<file path="config.mk">
export PLATFORM = sky130hd
export DESIGN_NAME = shift_reg_sipo_flat
export DESIGN_NICKNAME = d
export VERILOG_FILES = /design/src/rtl/shift_reg_sipo_if.sv /design/src/rtl/shift_reg_sipo.sv /design/src/flat_wrapper.sv
export SDC_FILE = /design/constraint.sdc
export NUM_CORES = 1
export LEC_CHECK = 0
export ABC_AREA = 0
export CAP_MARGIN = 10
export CORE_MARGIN = 2
export CORE_UTILIZATION = 54
export DETAILED_ROUTE_END_ITERATION = 12
export PLACE_DENSITY_LB_ADDON = 0.05
export SETUP_SLACK_MARGIN = 0.15
export SYNTH_ARGS = -nofsm -noshare
export SYNTH_HDL_FRONTEND = slang
export SYNTH_SLANG_ARGS = --single-unit
</file>
<file path="constraint.sdc">
create_clock -name clk -period 3.42 [get_ports clk]
set_input_delay 0.684 -clock clk [delete_from_list [all_inputs] [get_ports clk]]
set_output_delay 0.684 -clock clk [all_outputs]
set_load 0.03 [all_outputs]
</file>
<file path="src/rtl/shift_reg_sipo_if.sv">
// Serial-link and word-handshake bundle between a bit source, shift_reg_sipo and the word consumer.
interface shift_reg_sipo_if #(
   parameter int size = 8
);
   logic            datain;
   logic            din_valid;
   logic            din_sof;
   logic [size-1:0] dataout;
   logic            dout_valid;
   logic            dout_ready;
   logic            overrun;
   logic            frame_err;

   modport master (
      output datain, din_valid, din_sof, dout_ready,
      input  dataout, dout_valid, overrun, frame_err
   );

   modport slave (
      input  datain, din_valid, din_sof, dout_ready,
      output dataout, dout_valid, overrun, frame_err
   );
endinterface

</file>
<file path="src/rtl/shift_reg_sipo.sv">
// Serial-in parallel-out collector: aligns words on a start-of-frame marker and
// presents each completed word through a one-entry valid/ready holding register.
module shift_reg_sipo #(
   parameter int size      = 8,
   parameter bit MSB_FIRST = 1'b1,
   parameter bit SOF_ALIGN = 1'b1
) (
   input logic             clk,
   input logic             reset,
   shift_reg_sipo_if.slave bus
);
   localparam int CW = $clog2(size + 1);

   typedef enum logic {HUNT, COLLECT} state_t;

   state_t          state_q, state_d;
   logic [CW-1:0]   cnt_q, cnt_d;
   logic [size-1:0] acc_q, acc_d;
   logic [size-1:0] dataout_q, dataout_d;
   logic            dout_valid_q, dout_valid_d;
   logic            overrun_q, overrun_d;
   logic            frame_err_q, frame_err_d;
   logic            take_bit;
   logic            complete;
   logic            consume;

   always_comb begin
      state_d      = state_q;
      cnt_d        = cnt_q;
      acc_d        = acc_q;
      dataout_d    = dataout_q;
      dout_valid_d = dout_valid_q;
      overrun_d    = overrun_q;
      frame_err_d  = 1'b0;
      complete     = 1'b0;
      consume      = dout_valid_q && bus.dout_ready;
      take_bit     = bus.din_valid && ((state_q == COLLECT) || bus.din_sof);

      if (take_bit) begin
         state_d = COLLECT;
         if (MSB_FIRST) acc_d = {acc_q[size-2:0], bus.datain};
         else           acc_d = {bus.datain, acc_q[size-1:1]};

         // A marker always restarts the word; older bits simply shift out before completion.
         if (bus.din_sof) begin
            frame_err_d = (state_q == COLLECT) && (cnt_q != '0);
            cnt_d       = CW'(1);
         end else if (cnt_q == CW'(size - 1)) begin
            cnt_d    = '0;
            complete = 1'b1;
         end else begin
            cnt_d = cnt_q + CW'(1);
         end
      end

      if (complete) begin
         if (!dout_valid_q || bus.dout_ready) begin
            dataout_d    = acc_d;
            dout_valid_d = 1'b1;
         end else begin
            overrun_d = 1'b1;
         end
      end else if (consume) begin
         dout_valid_d = 1'b0;
      end
   end

   always_ff @(posedge clk) begin
      if (reset) begin
         state_q      <= SOF_ALIGN ? HUNT : COLLECT;
         cnt_q        <= '0;
         acc_q        <= '0;
         dataout_q    <= '0;
         dout_valid_q <= 1'b0;
         overrun_q    <= 1'b0;
         frame_err_q  <= 1'b0;
      end else begin
         state_q      <= state_d;
         cnt_q        <= cnt_d;
         acc_q        <= acc_d;
         dataout_q    <= dataout_d;
         dout_valid_q <= dout_valid_d;
         overrun_q    <= overrun_d;
         frame_err_q  <= frame_err_d;
      end
   end

   assign bus.dataout    = dataout_q;
   assign bus.dout_valid = dout_valid_q;
   assign bus.overrun    = overrun_q;
   assign bus.frame_err  = frame_err_q;
endmodule
</file>
<file path="src/flat_wrapper.sv">
// flat-port wrapper written by rule: the top's interface ports become plain ports
module shift_reg_sipo_flat 
#(
   parameter int size      = 8,
   parameter bit MSB_FIRST = 1'b1,
   parameter bit SOF_ALIGN = 1'b1
)
  (clk, reset, bus_datain, bus_din_valid, bus_din_sof, bus_dout_ready, bus_dataout, bus_dout_valid, bus_overrun, bus_frame_err);
  shift_reg_sipo_if #(.size(size)) bus_i ();
  input logic clk;
  input logic reset;
  input wire logic [$bits(bus_i.datain)-1:0] bus_datain;
  input wire logic [$bits(bus_i.din_valid)-1:0] bus_din_valid;
  input wire logic [$bits(bus_i.din_sof)-1:0] bus_din_sof;
  input wire logic [$bits(bus_i.dout_ready)-1:0] bus_dout_ready;
  output wire logic [$bits(bus_i.dataout)-1:0] bus_dataout;
  output wire logic [$bits(bus_i.dout_valid)-1:0] bus_dout_valid;
  output wire logic [$bits(bus_i.overrun)-1:0] bus_overrun;
  output wire logic [$bits(bus_i.frame_err)-1:0] bus_frame_err;
  assign bus_i.datain = bus_datain;
  assign bus_i.din_valid = bus_din_valid;
  assign bus_i.din_sof = bus_din_sof;
  assign bus_i.dout_ready = bus_dout_ready;
  assign bus_dataout = bus_i.dataout;
  assign bus_dout_valid = bus_i.dout_valid;
  assign bus_overrun = bus_i.overrun;
  assign bus_frame_err = bus_i.frame_err;
  shift_reg_sipo #(.size(size), .MSB_FIRST(MSB_FIRST), .SOF_ALIGN(SOF_ALIGN)) u_core (.clk(clk), .reset(reset), .bus(bus_i));
endmodule
</file>
==> flow_summary.yaml, run 1 <==
worst_setup_path:
  critPathCaptureType: "flop"
  critPathLaunch: "bus_din_sof"
  cp-start-kind: "input pin"
  required_ns: 3.59
  path_cells: "clkdlybuf4s50_1 -> and4bb_1 -> and3_1 -> a211oi_2"
  crit_family: "simple AND/OR/NAND/NOR gates"
  cp_max_fo: 11
  critPathArrivalTime_ns: 2.50
  critical_path.max_stage_delay_ns: 0.59
  cp_slowest_cell: "clkdlybuf4s50_1"
  r2r-start: "u_core.cnt_q[1]"
  crit_buf_inv: 1
  crit_type: "in -> reg"
pwr:
  p_total_uw: 465
  irDropWorstVdd_uv: 252
  p_leak_uw: 0.000432
  power.density_nw_per_um2: 389
grt:
  grt_pass1_wl_um: 2990
  grt_pass1_vias: 672
  grt_max_degree: 25
  grt_usage_pct: 18.4
  grt_overflow: 0
  antenna_found_initial: 0
clocking:
  cts_setup_buffers: 0
  insertion_delay_ns: 0.31
  cts_sinks: 24
  htreeDepth: 1
  numCtsBuffers: 3
  ctsLongestPathBuffers: 2
  postCtsHoldBufs: 0
  clk_pin_slew_ns: 0.13
  root_buffer: "clkbuf_4"
  cts_tree: "done"
  cts_resized: 0
drt:
  post_drt_wl_per_cell_um: 13.3
  routed_wl_um: 1810
  drc_errors: 0
  ant_nets: 0
  routed_via_density: 5.57
  dr.pass1.iters: 4
  drtIter0Drc: 5
  vias: 757
logic_synthesis:
  netlist_instances: 99
  ys_seq_area_share_pct: 46.8
  synth_area_leaders: "dfxtp_1 (47%), a211oi_2 (9.7%), mux2i_1 (7.8%)"
  synth-seq-cells: 24
  synth_compound_area_share_pct: 22.8
  yosysTopAreaCellShare_pct: 46.8
  yosys.area_share.simple_pct: 13.9
  syn_area_um2: 1030
  synth_nets: 107
  avgSynthCellArea_um2: 10.4
  ys_warn_count: 0
  synth_top_family_by_area: "compound AO/OA/AOI/OAI gates"
  synth.area.mux_share_pct: 7.80
  synth-xor-area-share_pct: 0
  synth.distinct_cells: 24
  synth_adder_area_share_pct: 2.44
  yosys.area.top_type: "dfxtp_1"
layout:
  final_core_util_pct: 67.9
  fillCellCount: 156
  area_growth_pct: 16.6
  final_net_count: 120
  layout-drive-gt1-share_pct: 11.7
  diodes: 0
placement:
  io_buffers: 16
  place_hpwl_um: 1270
  globalplace.congestion: 0.743
sta:
  worstMarginPinSlew_ns: 0.982
  max_clock_freq_mhz: 428
  post-route-min-period_ns: 2.34
  slew_headroom_pct: 34.3
  report.final.slew_viol_count: 0
  rsz0062_at_grt: "no"
  post-route-period-util_pct: 68.3
  final_hold_viol_count: 0
  setup_viol: 0
  finClkSkew_ns: 0.00518
  fin_tns_setup_ns: 0
hold_path:
  hold_start: "u_core.bus.overrun"
  min_path_type: "reg -> reg"
floorplan:
  die_w_um: 47.6
  coreArea_um2: 1760
  rows: 15
  pin_count: 17
  dieArea_um2: 2270
  fp.dieH_um: 47.6
  initial_core_util_pct: 58.2
flow_run:
  max_cap_violations: 0
outcome:
  status: "finished clean"
-- power by group --
group	internal (uW)	switching, uW
sequential	283	2.59
clock	65.0	83.8
combinational	13.0	18.3
-- worst paths after layout --
check                     endpoint  slack (ns)  cells past startpoint
min             u_core.bus.overrun        0.50                      2
max          u_core.bus.dataout[3]        1.08                      4
min reg2reg     u_core.bus.overrun        0.50                      2
max reg2reg  u_core.bus.dataout[3]        1.58                      4
-- stage by stage --
stage / instance area (um^2) / setup slack [ns] / hold slack [ns] / std cells
6_report: 1200 / 1.08 / 0.499 / 136
5_1_grt: 1200 / 0.998 / 0.541 / 136
4_1_cts: 1200 / 1.08 / 0.503 / 136
3_5_place_dp: 1160 / 0.735 / 0.472 / 132
3_3_place_gp: 1160 / 0.795 / 0.460 / 132
2_1_floorplan: 1030 / 1.78 / 0.470 / 99
-- Yosys cell counts --
cell,instances
a211oi_1,2
a211oi_2,8
a21oi_1,6
a31oi_1,10
and2_1,1
and3_1,2
and4bb_1,1
buf_2,1
buf_4,1
buf_6,3
clkbuf_1,3
dfxtp_1,24
ha_1,2
inv_1,2
mux2i_1,8
nand2_1,1
nand2b_1,1
nand3b_1,2
nand4b_1,2
nor2_1,14
nor2b_1,1
o21ai_0,2
o21ai_4,1
or4b_1,1
-- routing by layer --
layer,track usage (%),share of wire [%]
met5,0,0
met4,6.49,1.4
met3,3.77,2.8
met2,26.8,43
met1,27.2,53
-- tightest hold or removal path, stage by stage, from the launching register on --
cell	delay (ns)
dfxtp_1	0.36
a31oi_1	0.04
nor2_1	0.07
-- registers in the layout, summed over array words and instances (netlist names) --
signal	cells
u_core.acc_q	8
u_core.state_q	1
u_core.bus.dout_valid	1
u_core.cnt_q	4
u_core.bus.dataout	8
u_core.bus.frame_err	1
u_core.bus.overrun	1
-- cell usage in the layout, fill, tap and decap left out, drive strengths merged --
master and n:
dfxtp 24, clkdlybuf4s50 16, nor2 14, a31oi 10, a211oi 10, mux2i 8
a21oi 6, clkbuf 4, o21ai 3, inv 2, nand4b 2, nand3b 2
and3 2, ha 2, or4b 1, nand2 1, and4bb 1, nand2b 1
and2 1, nor2b 1
-- logic make-up (layout without fill, tap and decap cells) --
logic type | count (synthesis) | after routing
compound gates | 29 | 29
simple gates | 26 | 26
buf+inv | 10 | 22
fa+ha+maj | 2 | 2
flops | 24 | 24
mux | 8 | 8
-- area by class of cell --
type | instances | area (um^2) | share of cell area [%]
multi-input combinational | 65 | 482 | 40.2
inverter | 2 | 7.51 | 0.627
clock buffer | 4 | 36.3 | 3.03
sequential | 24 | 480 | 40.1
tap | 25 | 31.3 | 2.61
timing repair buffer | 16 | 160 | 13.4
(Power assumes the default switching activity.)
==> inputs of run 2 (changes only) <==
--- a/config.mk
+++ b/config.mk
@@ -8,7 +8,7 @@
 export ABC_AREA = 0
 export CAP_MARGIN = 10
 export CORE_MARGIN = 2
-export CORE_UTILIZATION = 54
+export CORE_UTILIZATION = 46
 export DETAILED_ROUTE_END_ITERATION = 12
 export PLACE_DENSITY_LB_ADDON = 0.05
 export SETUP_SLACK_MARGIN = 0.15
==> constraint.sdc (replaced) <==
create_clock -name clk -period 2.1 [get_ports clk]
set_input_delay 0.42 -clock clk [delete_from_list [all_inputs] [get_ports clk]]
set_output_delay 0.42 -clock clk [all_outputs]
set_load 0.03 [all_outputs]
==> run 2 against run 1 <==
Register-to-register slack worse by 1.1 ns. Total power up 83%. Critical endpoint is now bus_dataout[1]. Routed wire length up 15%. Clock skew down 0.0038 ns. Worst setup slack worse by 0.77 ns. Core utilization down 10 points. Design area up 4.8%. Largest cell class unchanged. Final cell count up 5.9%. Critical path depth down 3. Highest routed layer unchanged. Non-clock buffer count up 5.
==> flow_summary.yaml, run 2 (synthesis gave the netlist of run 1 again) <==
outcome:
  status: "finished clean"
clocking:
  ctsLongestPathBuffers: 2
  clk_pin_slew_ns: 0.13
  htreeDepth: 1
  cts_sinks: 24
  postCtsHoldBufs: 0
  cts_setup_buffers: 0
  cts_tree: "done"
  cts_resized: 0
  root_buffer: "clkbuf_4"
  numCtsBuffers: 3
  insertion_delay_ns: 0.32
pwr:
  swShare_pct: 20.6
  p_leak_uw: 0.000464
  clockPowerShare_pct: 39.0
  power.density_nw_per_um2: 680
  pwr-share-seq_pct: 54.5
  switching_power_uw: 176
  p_comb_share_pct: 6.5
  p_total_uw: 854
  p_int_uw: 678
  irDropWorstVdd_uv: 583
placement:
  io_buffers: 16
  placed_cell_area_um2: 1200
  dpl_worst_slack_ns: 0.102
  globalplace.congestion: 0.678
  place_hpwl_um: 1440
grt:
  antenna_found_initial: 0
  grt_max_degree: 19
  grt_usage_pct: 19.1
  grt_pass1_wl_um: 3690
  grt_overflow: 0
  grt_pass1_vias: 843
sta:
  setup_viol: 0
  final_hold_viol_count: 0
  rsz0062_at_grt: "no"
  post-route-period-util_pct: 85.0
  timing.final.ws_setup_ns: 0.315
  slew_headroom_pct: 67.6
  report.final.slew_viol_count: 0
  max_clock_freq_mhz: 560
  worstMarginPinSlew_ns: 0.484
  holdWs_ns: 0.491
  finClkSkew_ns: 0.00138
  fin_tns_setup_ns: 0
  post-route-min-period_ns: 1.79
worst_setup_path:
  crit_type: "reg -> out"
  crit_family: "buffers and inverters"
  crit_buf_inv: 1
  critPathCaptureType: "output pin"
  cp-start-kind: "flop"
  cp_max_fo: 2
  required_ns: 1.68
  critPathArrivalTime_ns: 1.37
  cp_slowest_cell: "clkdlybuf4s50_1"
  r2r_cells: 4
  critical_path.max_stage_delay_ns: 0.68
  cp.depth: 1
  path_cells: "clkdlybuf4s50_1"
drt:
  drc_errors: 0
  routed_wl_um: 2070
  vias: 791
  routed_via_density: 5.49
  post_drt_wl_per_cell_um: 14.4
  dr.pass1.iters: 5
  ant_nets: 0
  drtIter0Drc: 5
hold_path:
  holdPathStages: 2
  min_path_type: "reg -> reg"
floorplan:
  initial_core_util_pct: 47.3
  coreArea_um2: 2170
  dieArea_um2: 2630
  fp.dieH_um: 51.3
  die_w_um: 51.3
  pin_count: 17
  rows: 17
layout:
  diodes: 0
  stdcell_area_um2: 1250
  final_common_cell: "dfxtp_1"
  layout-drive-gt1-share_pct: 15.5
  mostFrequentLayoutCells: "dfxtp_1 (24), clkdlybuf4s50_1 (16), nor2_1 (14)"
  final_net_count: 125
  area_growth_pct: 22.2
flow_run:
  max_cap_violations: 0
## run 2: stage by stage
| step | utilization [%] | cells |
|---|---|---|
| 6_report | 57.8 | 144 |
| 5_1_grt | 57.8 | 144 |
| 4_1_cts | 57.8 | 144 |
| 3_5_place_dp | 55.4 | 140 |
| 3_3_place_gp | 55.4 | 140 |
| 2_1_floorplan | - | 99 |
## run 2: final cells by class
| class | instances | area (um^2) |
|---|---|---|
| timing repair buffer | 21 | 198 |
| tap | 28 | 35.0 |
| clock inverter | 1 | 30.0 |
| fill | 221 | 915 |
| sequential | 24 | 480 |
| inverter | 2 | 7.51 |
| multi-input combinational | 65 | 482 |
| clock buffer | 3 | 22.5 |
## run 2: power by group through the flow
stage                     clock network [uW]  logic [uW]  registers [uW]
after floorplan                            0        37.5             474
after detailed placement                   0        55.4             475
final                                    333        55.6             465
after global routing                     360        61.3             466
after CTS                                344        55.9             465
after global placement                     0        54.9             475
## run 2: worst min-delay path: stages, from the launching register on
cell	delay [ns]
dfxtp_1	0.35
a31oi_1	0.04
nor2_1	0.07
## run 2: path summary, 6_finish.rpt
check	slack [ns]	startpoint	endpoint
worst max register to register	0.49	u_core.cnt_q[1]	u_core.bus.dataout[1]
worst min-delay path	0.49	u_core.bus.overrun	u_core.bus.overrun
worst max-delay path	0.31	u_core.bus.dataout[1]	bus_dataout[1]
worst min register to register	0.49	u_core.bus.overrun	u_core.bus.overrun
## run 2: routing by layer
metal | track usage, % | share of wire, % | up-vias
li1 | - | - | 395
met1 | 21.1 | 45 | 378
met3 | 6.73 | 4.2 | 2
met5 | 0 | 0 | -
met2 | 34.4 | 50 | 16
met4 | 5.26 | 0.77 | 0
==> inputs of run 3 (changes only) <==
--- a/config.mk
+++ b/config.mk
@@ -11,6 +11,7 @@
 export CORE_UTILIZATION = 46
 export DETAILED_ROUTE_END_ITERATION = 12
 export PLACE_DENSITY_LB_ADDON = 0.05
+export REMOVE_ABC_BUFFERS = 1
 export SETUP_SLACK_MARGIN = 0.15
 export SYNTH_ARGS = -nofsm -noshare
 export SYNTH_HDL_FRONTEND = slang
==> run 3 against run 2 <==
Sequential cell count unchanged. Critical path depth did not move. Design area grew 0.60%. Critical path type unchanged. Via count is 0.25% lower. Critical endpoint is now bus_dout_valid.
==> flow_summary.yaml, run 3 (synthesis gave the netlist of run 1 again) <==
pwr:
  p_int_uw: 679
  power.density_nw_per_um2: 683
  clockPowerShare_pct: 39.5
  p_comb_share_pct: 6.6
  irDropWorstVdd_uv: 480
  swShare_pct: 21.2
  p_leak_uw: 0.000468
  switching_power_uw: 183
  pwr-share-seq_pct: 53.9
worst_setup_path:
  critical_path.max_stage_delay_ns: 0.68
  critPathCaptureType: "output pin"
  crit_family: "buffers and inverters"
  cp-start-kind: "flop"
  required_ns: 1.68
  crit_type: "reg -> out"
  cp_max_fo: 3
  critPathLaunch: "u_core.bus.dout_valid"
  cp_slowest_cell: "clkdlybuf4s50_1"
  r2r-start: "u_core.cnt_q[1]"
  r2r_cells: 4
  critPathArrivalTime_ns: 1.38
  r2r_slack_ns: 0.51
  path_cells: "clkdlybuf4s50_1"
  regToRegEndpoint: "u_core.bus.dataout[6]"
  crit_buf_inv: 1
drt:
  post_drt_wl_per_cell_um: 13.8
  routed_via_density: 5.44
  ant_nets: 0
  routed_wl_um: 1990
  dr.pass1.iters: 4
  drc_errors: 0
  drtIter0Drc: 4
  vias: 789
grt:
  grt_usage_pct: 17.8
  grt.met1_usage_pct: 22.5
  grt_pass1_wl_um: 3440
  grt_overflow: 0
  grt_max_degree: 16
  grt_pass1_vias: 737
  use_met3_pct: 4.68
  busiest_layer: "met2"
  antenna_found_initial: 0
  grt_use_met2_pct: 27.7
outcome:
  status: "finished clean"
floorplan:
  fp.dieH_um: 51.3
  pin_count: 17
  initial_core_util_pct: 47.3
  rows: 17
  dieArea_um2: 2630
  die_w_um: 51.3
  coreArea_um2: 2170
layout:
  register_area_um2: 480
  diodes: 0
  final_net_count: 126
  final_common_cell: "dfxtp_1"
  multi_input_area_um2: 482
  mostFrequentLayoutCells: "dfxtp_1 (24), clkdlybuf4s50_1 (16), nor2_1 (14)"
  area_growth_pct: 22.9
  stdcell_area_um2: 1260
  layout-drive-gt1-share_pct: 16.2
  fillCellCount: 222
sta:
  final_hold_viol_count: 0
  holdWs_ns: 0.499
  slew_headroom_pct: 66.7
  finClkSkew_ns: 0.000740
  max_clock_freq_mhz: 557
  setup_viol: 0
  post-route-min-period_ns: 1.80
  fin_tns_setup_ns: 0
  rsz0062_at_grt: "no"
  post-route-period-util_pct: 85.5
  worstMarginPinSlew_ns: 0.498
  report.final.slew_viol_count: 0
clocking:
  insertion_delay_ns: 0.32
  clk_pin_slew_ns: 0.14
  cts_resized: 0
  cts_setup_buffers: 0
  numCtsBuffers: 3
  root_buffer: "clkbuf_4"
  htreeDepth: 1
  ctsLongestPathBuffers: 2
  cts_sinks: 24
  postCtsHoldBufs: 0
  cts_tree: "done"
flow_run:
  max_cap_violations: 0
hold_path:
  hold_end: "u_core.bus.overrun"
  min_path_type: "reg -> reg"
  holdPathStages: 2
  hold_start: "u_core.bus.overrun"
placement:
  globalplace.congestion: 0.676
  io_buffers: 16
  placed_cell_area_um2: 1210
  place_hpwl_um: 1440
## run 3: final cells by class
class / instances / area share (%)
Multi-Input combinational cell: 65 / 38.2
Sequential cell: 24 / 38.1
Timing Repair Buffer: 22 / 16.3
Tap cell: 28 / 2.78
Clock inverter: 1 / 2.38
Clock buffer: 3 / 1.78
Inverter: 2 / 0.595
## run 3: per-layer routing
layer	wire, um	part of all wire (%)
met5	0	0
met4	44	2.2
met3	100	5.0
met2	893	45
met1	955	48
## run 3: worst max path at each step
stage                             to  cells past startpoint
6_report              bus_dout_valid                      1
5_1_grt               bus_dataout[1]                      1
4_1_cts               bus_dout_valid                      1
3_5_place_dp   u_core.bus.dataout[7]                      4
3_3_place_gp   u_core.bus.dataout[7]                      4
2_1_floorplan  u_core.bus.dataout[7]                      4
## run 3: power groups by stage
stage | clock, uW | sequential, uW | combinational [uW]
global placement | 0 | 475 | 56.8
finish | 341 | 465 | 56.5
global route | 358 | 466 | 62.3
CTS | 345 | 465 | 57.1
detailed placement | 0 | 475 | 56.9
floorplan | 0 | 474 | 24.8
## run 3: metrics by stage
| stage | power [uW] | cells | utilization (%) | worst slack [ns] |
|---|---|---|---|---|
| after floorplan | 499 | 91 | - | 0.538 |
| after global placement | 531 | 141 | 55.8 | 0.0975 |
| after detailed placement | 532 | 141 | 55.8 | 0.0926 |
| after CTS | 867 | 145 | 58.2 | 0.296 |
| after global routing | 887 | 145 | 58.2 | 0.257 |
| final | 862 | 145 | 58.2 | 0.305 |
==> patch 1 (flow settings as in run 3) <==
Compare `cnt_q` against `CW'(size - 1)` with >= in place of ==.
--- a/src/rtl/shift_reg_sipo.sv
+++ b/src/rtl/shift_reg_sipo.sv
@@ -47,3 +47,3 @@
             cnt_d       = CW'(1);
-         end else if (cnt_q == CW'(size - 1)) begin
+         end else if (cnt_q >= CW'(size - 1)) begin
             cnt_d    = '0;
Formal check against the unedited RTL: no difference found for any inputs over 10 cycles, from zero or initial values and one cycle with reset high; that may be too few to reach the edited logic, so the function may still have changed.
==> patch 1 against run 3 <==
  * Via count decreased by 2.0%
  * Power decreased by 16%
  * Wire length decreased by 1.5%
  * Design area decreased by 4.7%
  * Synthesized area decreased by 7.3%
  * Clock power decreased by 42%
  * Sequential cell count unchanged
  * Register-to-register slack got worse by 0.13 ns
  * Worst setup slack improved by 0.016 ns
  * Worst hold slack got worse by 0.013 ns
  * Synthesized cell count decreased by 1.0%
  * Critical path type unchanged
  * Largest power group unchanged
==> patch 1: results (changes against run 3) <==
Total Nets Final = 129 (+2.4%)
Hpwl dp = 1.463 mm (+1.8%)
Via count = 773 (-2.0%)
Arr. time, crit path = 1.36 ns (-0.02 ns)
Min Hold Slack = 0.4859 ns (-0.01288 ns)
Aggregate routed wire length = 1.965 mm (-1.5%)
Pleak = 0.4358 nW (-7.0%)
Compound-Gate Fraction of Synth Area = 0.2024 (-0.02541)
Slew @ Worst Pin = 0.4963 ns (-0.001489 ns)
Top cells by instance count after synthesis = dfxtp_1 (24), nor2_1 (9), mux2i_1 (8), o21ai_1 (8), o311ai_0 (8)
Sequential fraction of the synthesis area = 0.5046 (+0.03688)
Layout cell share with drive strength beyond 1 = 0.1008 (-0.06155)
Synth top area cells = dfxtp_1 (50%), mux2i_1 (8.4%), o311ai_0 (7.4%)
Mux cell area share after synthesis = 0.08410 (+0.006146)
Tot GR Track Use = 0.1839 (+0.006093)
FF-to-FF setup slack = 0.38 ns (-0.13 ns)
Cells after Synth = 98 (-1.0%)
Crit path max fanout = 2 (-1)
Post-CTS Setup Bufs = 0 (unchanged)
Final Skew = 0.003067 ns (+0.002327 ns)
Placed Cells = 143 (+1.4%)
Hold path depth = 1 (-1)
Post-DR vias/cell = 5.295 (-2.7%)
Gpl congestion = 0.7401 (+9.5%)
Status = finished, final reports clean
1st-iter DRT viols = 15 (+11)
Synth cell types = 26 (+8.3%)
Largest net degree at the start of global routing = 15 (-1)
Reg-to-Reg End = u_core.bus.dataout[5]
Vias in the first global route = 788 (+6.9%)
Worst-case reg-to-reg path depth = 4 (unchanged)
Area after DPL = 0.001181 mm^2 (-2.4%)
Clock Pin Slew Worst Setup and Hold Paths = 0.12 ns (-0.02 ns)
Placement Setup Slack = 0.1744 ns (+0.08179 ns)
Adder-cell share of the synthesized area = 0.02628 (+0.001921)
First-pass GRT wire length = 3.484 mm (+1.2%)
Max IR drop VDD = 0.3989 mV (-17%)
First-pass DRT Iterations = 3 (-1)
Reg2reg start = u_core.cnt_q[0]
Worst Hold Class = register to register
[patch 1: stage by stage]
stage / utilization / total power, mW
after floorplan: - / 0.5029
after global placement: 0.6020 / 0.5356
after global routing: 0.6135 / 0.7613
final: 0.6135 / 0.7229
after CTS: 0.6135 / 0.7340
after detailed placement: 0.6020 / 0.5369
[patch 1: kinds of logic (layout without fill, tap and decap cells)]
group,count (synthesis),count (layout)
compound gates,29,29
simple gates,25,25
flops,24,24
buf+inv,10,31
mux,8,8
fa+ha+maj,2,2
[patch 1: worst max-delay path by stage]
stage	from	endpoint	slack, ns	depth (start not counted)
2_1_floorplan	u_core.cnt_q[0]	u_core.bus.dataout[0]	0.53	4
3_3_place_gp	bus_din_sof	u_core.bus.dataout[0]	0.20	4
3_5_place_dp	bus_din_valid	u_core.bus.dataout[5]	0.17	4
4_1_cts	u_core.bus.dout_valid	bus_dout_valid	0.31	1
5_1_grt	u_core.cnt_q[0]	u_core.bus.dataout[5]	0.20	4
6_report	u_core.bus.dataout[2]	bus_dataout[2]	0.32	1
[patch 1: final cells by class]
type | count | area, um^2
fill | 208 | 758.2
sequential | 24 | 480.5
multi-input combinational | 64 | 431.7
timing repair buffer | 24 | 220.2
tap | 27 | 33.78
clock buffer | 3 | 22.52
inverter | 4 | 15.01
[patch 1: power by group]
part	internal (mW)	total (mW)	switching, mW
sequential	0.461	0.467	0.00589
clock	0.0672	0.197	0.130
combinational	0.0292	0.0590	0.0298
total	0.557	0.723	0.166
[patch 1: layer usage]
| metal | track usage | up-vias | wire length [um] |
|---|---|---|---|
| met5 | 0 | - | 0 |
| met4 | 0.06944 | 0 | 25 |
| met3 | 0.03939 | 3 | 52 |
| met2 | 0.3131 | 10 | 975 |
| met1 | 0.2278 | 359 | 911 |
| li1 | - | 401 | - |
==> patch 2 (settings of run 3) <==
Made on the original files. `size` is set to 8 in 3 places; all go to 4.
--- a/src/rtl/shift_reg_sipo_if.sv
+++ b/src/rtl/shift_reg_sipo_if.sv
@@ -2,3 +2,3 @@
 interface shift_reg_sipo_if #(
-   parameter int size = 8
+   parameter int size = 4
 );
--- a/src/rtl/shift_reg_sipo.sv
+++ b/src/rtl/shift_reg_sipo.sv
@@ -3,3 +3,3 @@
 module shift_reg_sipo #(
-   parameter int size      = 8,
+   parameter int size      = 4,
    parameter bit MSB_FIRST = 1'b1,
--- a/src/flat_wrapper.sv
+++ b/src/flat_wrapper.sv
@@ -3,3 +3,3 @@
 #(
-   parameter int size      = 8,
+   parameter int size      = 4,
    parameter bit MSB_FIRST = 1'b1,
Ports: changed (resized bus_dataout); port bits go from 17 to 13. No check against the original RTL was run, so the function may have changed too.
==> patch 2 against run 3 <==
  * Clock power down 54%
  * Worst hold slack worse by 0.030 ns
  * Power decreased by 43%
  * Wire length is 46% lower
  * Count of clock-buffer cells in the layout stayed put
  * Sequential share of layout area about the same
  * Design area fell by 38%
  * Worst setup slack better by 0.064 ns
  * Global-route usage decreased by 2.5 points
  * Die area is 37% lower
  * Register-to-register slack improved by 0.22 ns
  * Sequential cell count down 9
  * Synthesized area fell by 40%
  * Highest routed layer is now met3
==> patch 2: results (changes against run 3) <==
Layout cell share with drive strength beyond 1 = 0.1688 (+0.006438)
Slew @ Worst Pin = 0.3878 ns (-0.1100 ns)
Pleak = 0.3017 nW (-36%)
FF-to-FF setup slack = 0.73 ns (+0.22 ns)
Reg-to-Reg End = u_core.bus.dataout[1]
First-pass DRT Iterations = 2 (-2)
Synth cell types = 21 (-13%)
Worst-case reg-to-reg path depth = 5 (+1)
Sequential fraction of the synthesis area = 0.4858 (+0.01811)
First-pass GRT wire length = 1.593 mm (-54%)
Post-route insts no fill = 92 (-37%)
Avg Cell Area, Syn = 10.13 um^2 (-2.3%)
Top cells by instance count after synthesis = dfxtp_1 (15), nor2_1 (9), a31oi_1 (5)
Min Hold Slack = 0.4683 ns (-0.03047 ns)
Clock Pin Slew Worst Setup and Hold Paths = 0.09 ns (-0.05 ns)
Switching power = 0.1103 mW (-40%)
Status = finished, final reports clean
Arr. time, crit path = 1.31 ns (-0.07 ns)
Final Skew = 0.007079 ns (+0.006339 ns)
Placement Setup Slack = 0.2477 ns (+0.1551 ns)
Area after DPL = 760.7 um^2 (-37%)
WHS Endpoint = u_core.cnt_q[2]
Hpwl dp = 838.8 um (-42%)
Placed Cells = 88 (-38%)
Vias in the first global route = 431 (-42%)
Tot GR Track Use = 0.1528 (-0.02498)
1st-iter DRT viols = 8 (+4)
Largest net degree at the start of global routing = 10 (-6)
Aggregate routed wire length = 1.080 mm (-46%)
Fill cells = 125 (-44%)
Gpl congestion = 0.7007 (+3.7%)
P&R area growth vs syn = 27.53%
Max IR drop VDD = 0.4071 mV (-15%)
Hold Path Origin = u_core.cnt_q[2]
Asr flop ratio synth = 0 (unchanged)
PortBufs = 12 (-4)
Synth top area cells = dfxtp_1 (49%), a211oi_2 (8.1%), mux2i_1 (6.5%)
Crit path max fanout = 2 (-1)
## patch 2: cell count changes after synthesis, sizes merged, moves of 2 or more
| cell | delta |
|---|---|
| a211oi | -5 |
| a21oi | -2 |
| o21ai | -2 |
| a31oi | -5 |
| buf | -4 |
| nor2 | -5 |
| mux2i | -4 |
| dfxtp | -9 |
## patch 2: cell type report
cell class / instances / area share
multi-input cells: 40 / 0.3651
repair buffers: 15 / 0.1810
flip-flops and latches: 15 / 0.3810
inverters: 3 / 0.01429
well taps: 15 / 0.02381
clock inverters: 1 / 0.006349
clock buffers: 3 / 0.02857
## patch 2: cell families (layout without fill, tap and decap cells)
group / after synthesis / in the layout / synth area share
simple gates: 18 / 18 / 0.1579
flops: 15 / 15 / 0.4858
buf+inv: 6 / 22 / 0.04858
fa+ha+maj: 2 / 2 / 0.04048
mux: 4 / 4 / 0.06478
compound gates: 16 / 16 / 0.2024
## patch 2: how the worst max path moves through the flow
stage                                 end  slack (ns)  cells after the start             startpoint
floorplan           u_core.bus.dataout[2]        0.77                      4        u_core.cnt_q[0]
global placement    u_core.bus.dataout[3]        0.25                      4            bus_din_sof
detailed placement  u_core.bus.dataout[0]        0.25                      4            bus_din_sof
CTS                        bus_dataout[2]        0.35                      1  u_core.bus.dataout[2]
global route               bus_dataout[2]        0.33                      1  u_core.bus.dataout[2]
finish                     bus_dataout[2]        0.37                      1  u_core.bus.dataout[2]
## patch 2: metal layers
layer  vias up  routed length, um  global-route usage
met5         -                  0                   0
met4         0                  0              0.1000
met3         0                 39             0.03261
met2         7                524              0.2698
met1       208                516              0.1616
li1        246                  -                   -
## patch 2: power groups by stage
stage                     clock network [mW]  registers (mW)  logic [mW]
after CTS                              0.166           0.293      0.0393
final                                  0.158           0.293      0.0390
after detailed placement                   0           0.300      0.0395
after global routing                   0.176           0.294      0.0426
after global placement                     0           0.299      0.0390
after floorplan                            0           0.299      0.0168
